## src/rtl/regfile_mp.sv

```systemverilog
// Multi-read-port register file with busy scoreboard, write-to-read bypass
// and a sequential clear engine that zeroes every entry after reset.
module regfile_mp #(
  parameter int DATA_W = 32,
  parameter int ADDR_W = 5,
  parameter int NUM_RD = 2,
  parameter int BYPASS = 1
) (
  input  logic                     CLK,
  input  logic                     Reset,
  output logic                     Ready,
  input  logic [NUM_RD*ADDR_W-1:0] RAddr,
  output logic [NUM_RD*DATA_W-1:0] RData,
  output logic [NUM_RD-1:0]        RBusy,
  input  logic                     WE,
  input  logic [ADDR_W-1:0]        WAddr,
  input  logic [DATA_W-1:0]        WData,
  input  logic                     Alloc,
  input  logic [ADDR_W-1:0]        AllocAddr
);

  localparam int DEPTH = 1 << ADDR_W;
  localparam logic [ADDR_W-1:0] LAST_IDX = ADDR_W'(DEPTH - 1);

  typedef enum logic {
    CLEAR = 1'b0,
    READY = 1'b1
  } state_e;

  state_e              state_q, state_d;
  logic [ADDR_W-1:0]   clrIdx_q, clrIdx_d;
  logic [DEPTH-1:0]    busy_q, busy_d;
  logic [DATA_W-1:0]   mem_q [DEPTH];

  logic                memWe;
  logic [ADDR_W-1:0]   memAddr;
  logic [DATA_W-1:0]   memData;
  logic [ADDR_W-1:0]   rdAddr;

  // The storage write port is shared between the clear engine and writeback.
  always_comb begin
    state_d  = state_q;
    clrIdx_d = clrIdx_q;
    busy_d   = busy_q;
    memWe    = 1'b0;
    memAddr  = WAddr;
    memData  = WData;
    case (state_q)
      CLEAR: begin
        memWe    = 1'b1;
        memAddr  = clrIdx_q;
        memData  = '0;
        clrIdx_d = clrIdx_q + 1'b1;
        if (clrIdx_q == LAST_IDX) begin
          state_d  = READY;
          clrIdx_d = '0;
        end
      end
      READY: begin
        if (WE && (WAddr != '0)) begin
          memWe         = 1'b1;
          busy_d[WAddr] = 1'b0;
        end
        // Applied after the write so a same-cycle allocation keeps the flag set.
        if (Alloc && (AllocAddr != '0)) begin
          busy_d[AllocAddr] = 1'b1;
        end
      end
      default: state_d = CLEAR;
    endcase
  end

  always_ff @(posedge CLK) begin
    if (Reset) begin
      state_q  <= CLEAR;
      clrIdx_q <= '0;
      busy_q   <= '0;
    end else begin
      state_q  <= state_d;
      clrIdx_q <= clrIdx_d;
      busy_q   <= busy_d;
    end
  end

  always_ff @(posedge CLK) begin
    if (!Reset && memWe) begin
      mem_q[memAddr] <= memData;
    end
  end

  assign Ready = (state_q == READY);

  always_comb begin
    RData  = '0;
    RBusy  = '0;
    rdAddr = '0;
    for (int k = 0; k < NUM_RD; k++) begin
      rdAddr = RAddr[k*ADDR_W +: ADDR_W];
      if ((state_q == READY) && (rdAddr != '0)) begin
        if ((BYPASS != 0) && WE && (WAddr == rdAddr)) begin
          // The in-flight write clears the busy flag, so forwarded data is never busy.
          RData[k*DATA_W +: DATA_W] = WData;
          RBusy[k]                  = 1'b0;
        end else begin
          RData[k*DATA_W +: DATA_W] = mem_q[rdAddr];
          RBusy[k]                  = busy_q[rdAddr];
        end
      end
    end
  end

endmodule

```

## config.mk

```make
export PLATFORM = sky130hd
export DESIGN_NAME = regfile_mp
export DESIGN_NICKNAME = d
export VERILOG_FILES = /design/src/rtl/regfile_mp.sv
export SDC_FILE = /design/constraint.sdc
export NUM_CORES = 1
export LEC_CHECK = 0
export CORE_AREA = 4 4 324 326
export DETAILED_ROUTE_END_ITERATION = 10
export DIE_AREA = 0 0 328 330
export GPL_TIMING_DRIVEN = 1
export PLACE_DENSITY = 0.66
export SLEW_MARGIN = 10
export SYNTH_ARGS = -nofsm -noshare
export SYNTH_HDL_FRONTEND = slang
export SYNTH_SLANG_ARGS = --single-unit
```

## constraint.sdc

```tcl
create_clock -name CLK -period 6.4 [get_ports CLK]
set_input_delay 0.96 -clock CLK [delete_from_list [all_inputs] [get_ports CLK]]
set_output_delay 0.96 -clock CLK [all_outputs]
set_load 0.1 [all_outputs]
```

After elaboration in Yosys (flattened, before gate mapping)
Memories as Yosys holds them, arrays and structs flattened.
Cells that the tools add are included.
- divide/modulo/power cells: 0
- equality and inequality tests: 3
- multiplexer cells: 28
- $lt $le $gt $ge: 6
- bitwise gates (word level): 4
- shifts and indexed selects: 0
- $mul: 0
- reduce and logical (&&, ||, !) cells: 14
- add/subtract/negate cells: 1
- operators by type and width (kind ; count):
    2-to-1 mux 32 bit ; 8
    AND 32 bit ; 1
    inverter 32 bit ; 1
    OR 32 bit ; 1
    < comparator 5 x 6 -> 1 bit (second input constant) ; 4
    nonzero test 5 bit ; 4
    2-to-1 mux 1 bit ; 13
    binary-select mux 1 bit (select 5 bit) ; 2
    demux 1 bit (select 5 bit) ; 2
    equality test 5 bit ; 2
    >= comparator 5 x 1 -> 1 bit (second input constant) ; 2
    2-to-1 mux 5 bit ; 2
    logical AND 1 bit ; 9
    adder 5 x 1 -> 5 bit (second input constant) ; 1
    equality test 5 bit (second input constant) ; 1
    one-hot mux 1 bit (2 select lines) ; 1
    logical NOT 1 bit ; 1
    inverter 1 bit ; 1
- input port bits: 56
- bits in read-only memories: 0
- bits in latches: 0
- memories kept: 1
- flip-flop bits (word level): 38
- bits in writable memories: 1024
- word-level logic and storage cells: 60
- memory list (memory ; words ; width ; rd ports ; clocked after memory_dff ; wr ports ; RTL line ; RTL):
    mem_q ; 32 ; 32 ; 2 ; 0 ; 1 ; 33 ; logic [DATA_W-1:0] mem_q [DEPTH];

Longest topological paths before layout
- depth in word-level cells: 10
- mapped depth: 9
- mapped depth without buffers: 6

Worst setup path before layout
Ideal clock, no wire load.
- path type: input-to-output
- start point: in RAddr[5]
- end point: out RData[61]
- data required time: 5.440 ns
- setup slack: 1.077 ns
- data arrival time: 4.363 ns
- stages on the path: 6
- path through: buf_6 buf_12 mux4_1 mux2i_1 mux4_2 a211oi_1
- cells in the longest elaborated chain, start to end: 4
- ends and longest elaborated chain (element ; RTL line ; RTL):
    from (decl) ; 12 ; input logic [NUM_RD*ADDR_W-1:0] RAddr,
    parallel branches: the longest is 3 deep, another holds memory (32 x 32 bit) ; n/a ;
    2-to-1 mux 32 bit (*) ; 99 ; if ((state_q == READY) && (rdAddr != '0)) begin
    to (decl) ; 13 ; output logic [NUM_RD*DATA_W-1:0] RData,
Every way passes the cells marked *.

Worst setup path in the final report
- start point: in RAddr[2]
- end point: out RData[15]
Same word-level chain as after synthesis.

==> impl_summary.log <==
INFO  metric synth_ff_type = sky130_fd_sc_hd__edfxtp_1
INFO  metric grt_start_max_net_pins = 112
INFO  metric grt_usage = 29.50%
INFO  metric synthTopCellsByCount = sky130_fd_sc_hd__edfxtp_1, sky130_fd_sc_hd__mux2i_1, sky130_fd_sc_hd__mux4_2
INFO  metric report.final.hold_viol_count = 0
INFO  metric synth_cells = 2966
INFO  metric critPathCaptureType = output pin
INFO  metric fillers = 7794
INFO  metric synth_top_area_share = 60.74%
INFO  metric placed_cells = 4308
INFO  metric synthesized_area_per_cell = 17.07 um2
INFO  metric rsz0062_at_grt = false
INFO  metric synth.net_count = 3024
INFO  metric die_w = 328 um
INFO  metric timing.final.crit_period = 5345 ps
INFO  metric initial_core_util = 49.76%
INFO  metric grt_pass1_vias = 33130
INFO  metric dieHeight = 330 um
INFO  metric wl = 161.8 mm
INFO  metric worst-endpoint-required = 5440 ps
INFO  metric cts_inserted_buffers = 105
INFO  metric ys_ff_latch = 1062
INFO  metric post_layout_nonfiller_instances = 4502
INFO  metric grt_antenna_before_repair = 1
INFO  metric worstSetupStartpointType = input pin
INFO  metric placed_area = 53620 um2
INFO  metric timing.setup.critical_path_class = in2out
INFO  metric global_route.overflow_total = 0
INFO  metric io-pin-count = 123
INFO  metric power.ir.vdd_worst = 0.2274 mV
INFO  metric run_status = completed
INFO  metric finalSetupViolations = 0
INFO  metric register_area = 31510 um2
INFO  metric cts_num_sinks = 1062
INFO  metric worst_slew_margin_rel = 8.315%
INFO  metric maxCapViolCount = 0
INFO  metric ys_seq_area_share = 62.24%
INFO  metric cts-hold-fix-buffers = 0
INFO  metric detailed_place_hpwl = 90.79 mm
INFO  metric synth.lib_cells_used.distinct = 58
INFO  metric via_count = 32370
INFO  metric final_layout_size_suffix_gt1_share = 23.01%
INFO  metric worstPathArrival = 4390 ps
INFO  metric power_leakage = 19.60 nW
INFO  metric cts_resized = 0
INFO  metric dr.pass1.iters = 8
INFO  metric finalPower = 14.63 mW
INFO  metric io_buffer_count = 122
INFO  metric final_core_util = 55.92%
INFO  metric cts_tree = built
INFO  metric synth.yosys.warnings = 0
INFO  metric first_pass_grt_wire_length = 230.6 mm
INFO  metric multi_input_comb_area = 17980 um2
INFO  metric cts_setup_buffers = 0
INFO  metric layout-area-overhead-vs-synth = 12.39%
INFO  metric final_cell_area_excluding_filler_cells = 56900 um2
INFO  metric asyncSetResetFlopFracSynth = 0%
INFO  metric maxClockFrequency = 0.1871 GHz
INFO  metric synth.largest_area_cell = sky130_fd_sc_hd__edfxtp_1
INFO  metric final_net_count = 3105
INFO  metric final.hold.worst_slack = 492.3 ps
INFO  metric cts.reportedPaths.clkPinSlew = 60 ps
INFO  metric finalSetupTns = 0 ps
INFO  metric netlist_area = 50620 um2
INFO  metric pre_cts_ws = 1157 ps
INFO  metric drc = 0
INFO  metric cell_types_occupying_the_most_area_after_synthesis = sky130_fd_sc_hd__edfxtp_1, sky130_fd_sc_hd__mux4_2, sky130_fd_sc_hd__mux2i_1
INFO  metric postRouteAntennaNets = 0
INFO  metric synth_enable_flop_cells = 1024
INFO  metric fp.coreArea = 101700 um2
INFO  metric finClkSkew = 24.63 ps
INFO  metric synth.most_common_cell = sky130_fd_sc_hd__edfxtp_1
INFO  metric clkLatencyLatePin = 680 ps
INFO  metric powerDensity = 257.1 nW/um2
INFO  metric route.detailed.wl_per_inst = 35.94 um
INFO  metric post-route-period-util = 83.52%
INFO  metric slew_of_the_pin_with_the_lowest_slew_margin = 1373 ps
INFO  metric timing.hold.worst.class = reg2reg
INFO  metric placementRows = 117
INFO  metric avgViaCountPerCell = 7.190
INFO  metric root_buffer = sky130_fd_sc_hd__clkbuf_16
INFO  metric floorplan.die_area = 108200 um2
INFO  metric drt_first_iter_violations = 4060
INFO  metric place_congestion = 0.8450
INFO  metric timing.critical_path.fanout_max = 11
INFO  metric maxSlewViolCount = 0
INFO  metric cts_max_level = 3
INFO  metric clock_path_buffers = 3
INFO  metric setup_ws = 1055 ps
-- layout by cell type, fill, tap and decap left out, types with 4 or more instances in the layout --
cell type | synthesis | routed
sky130_fd_sc_hd__nor2_1 | 63 | 24
sky130_fd_sc_hd__edfxtp_1 | 1024 | 1024
sky130_fd_sc_hd__nor2_4 | 0 | 39
sky130_fd_sc_hd__a221oi_1 | 178 | 178
sky130_fd_sc_hd__a221oi_2 | 10 | 10
sky130_fd_sc_hd__and2_1 | 32 | 32
sky130_fd_sc_hd__a211o_1 | 61 | 61
sky130_fd_sc_hd__nand2b_1 | 7 | 7
sky130_fd_sc_hd__mux2i_1 | 392 | 392
sky130_fd_sc_hd__o211ai_1 | 4 | 4
sky130_fd_sc_hd__a21oi_1 | 152 | 152
sky130_fd_sc_hd__clkinv_1 | 1 | 26
sky130_fd_sc_hd__buf_12 | 1 | 46
sky130_fd_sc_hd__o21ai_0 | 105 | 105
sky130_fd_sc_hd__a22oi_1 | 128 | 128
sky130_fd_sc_hd__clkbuf_1 | 104 | 23
sky130_fd_sc_hd__bufinv_16 | 0 | 6
sky130_fd_sc_hd__xnor2_1 | 9 | 9
sky130_fd_sc_hd__clkdlybuf4s50_1 | 0 | 50
sky130_fd_sc_hd__dfxtp_1 | 38 | 37
sky130_fd_sc_hd__nand3_1 | 7 | 7
sky130_fd_sc_hd__clkbuf_16 | 0 | 110
sky130_fd_sc_hd__o21ai_1 | 53 | 53
sky130_fd_sc_hd__a211oi_1 | 4 | 4
sky130_fd_sc_hd__inv_2 | 5 | 4
sky130_fd_sc_hd__nand2_1 | 51 | 51
sky130_fd_sc_hd__clkinv_2 | 0 | 26
sky130_fd_sc_hd__nor3_1 | 6 | 6
sky130_fd_sc_hd__buf_4 | 36 | 120
sky130_fd_sc_hd__mux4_2 | 341 | 341
sky130_fd_sc_hd__nand4_1 | 4 | 4
-- worst max-delay path, cell delays in order --
cell and delay [ps]:
sky130_fd_sc_hd__clkdlybuf4s50_1 950, sky130_fd_sc_hd__xnor2_1 190, sky130_fd_sc_hd__nand4_1 240, sky130_fd_sc_hd__nor4bb_4 1200, sky130_fd_sc_hd__buf_4 410, sky130_fd_sc_hd__a211o_1 230, sky130_fd_sc_hd__buf_12 190
-- report_power, final --
part	total, mW	internal [mW]	switching, mW
sequential	7.57	7.55	0.0202
combinational	1.07	0.440	0.628
clock	5.99	3.36	2.63
-- layout make-up --
cell class / count / area share, %
antenna: 1 / 0.004398
clock buffer: 133 / 4.990
clock inverter: 60 / 0.7719
inverter: 6 / 0.04178
multi-input combinational: 1650 / 31.60
sequential: 1062 / 55.38
tap: 1368 / 3.008
timing repair buffer: 222 / 4.200
-- path summary, 6_finish.rpt --
kind	start	end	slack, ps	cells after the start
max	RAddr[2]	RData[15]	1050	7
min	busy_q[28]	busy_q[28]	490	2
max reg2reg	Ready	mem_q[23][30]	2520	4
min reg2reg	busy_q[28]	busy_q[28]	490	2
-- registers in the layout, summed over array words and instances (netlist names) --
name / flops
Ready: 1
busy_q: 32
clrIdx_q: 5
mem_q: 1024
-- per-layer routing --
metal	vias up	part of all wire [%]	GRT usage, %
met5	-	0	0
met2	2155	48	47.90
li1	12770	-	-
met3	445	11	5.881
met4	0	4.9	13.58
met1	17000	36	38.78
-- logic make-up (layout without fill, tap and decap cells) --
| family | Yosys count | count (layout) | share of synthesized area (%) |
|---|---|---|---|
| flops | 1062 | 1062 | 62.24 |
| mux | 736 | 736 | 23.05 |
| compound gates | 708 | 708 | 9.760 |
| buf+inv | 254 | 421 | 2.887 |
| simple gates | 194 | 194 | 1.841 |
| xor+xnor | 10 | 10 | 0.1730 |
| fa+ha+maj | 2 | 2 | 0.04942 |
| other cells | 0 | 1 | 0 |
Note: power is estimated with default switching activity, not from simulation.
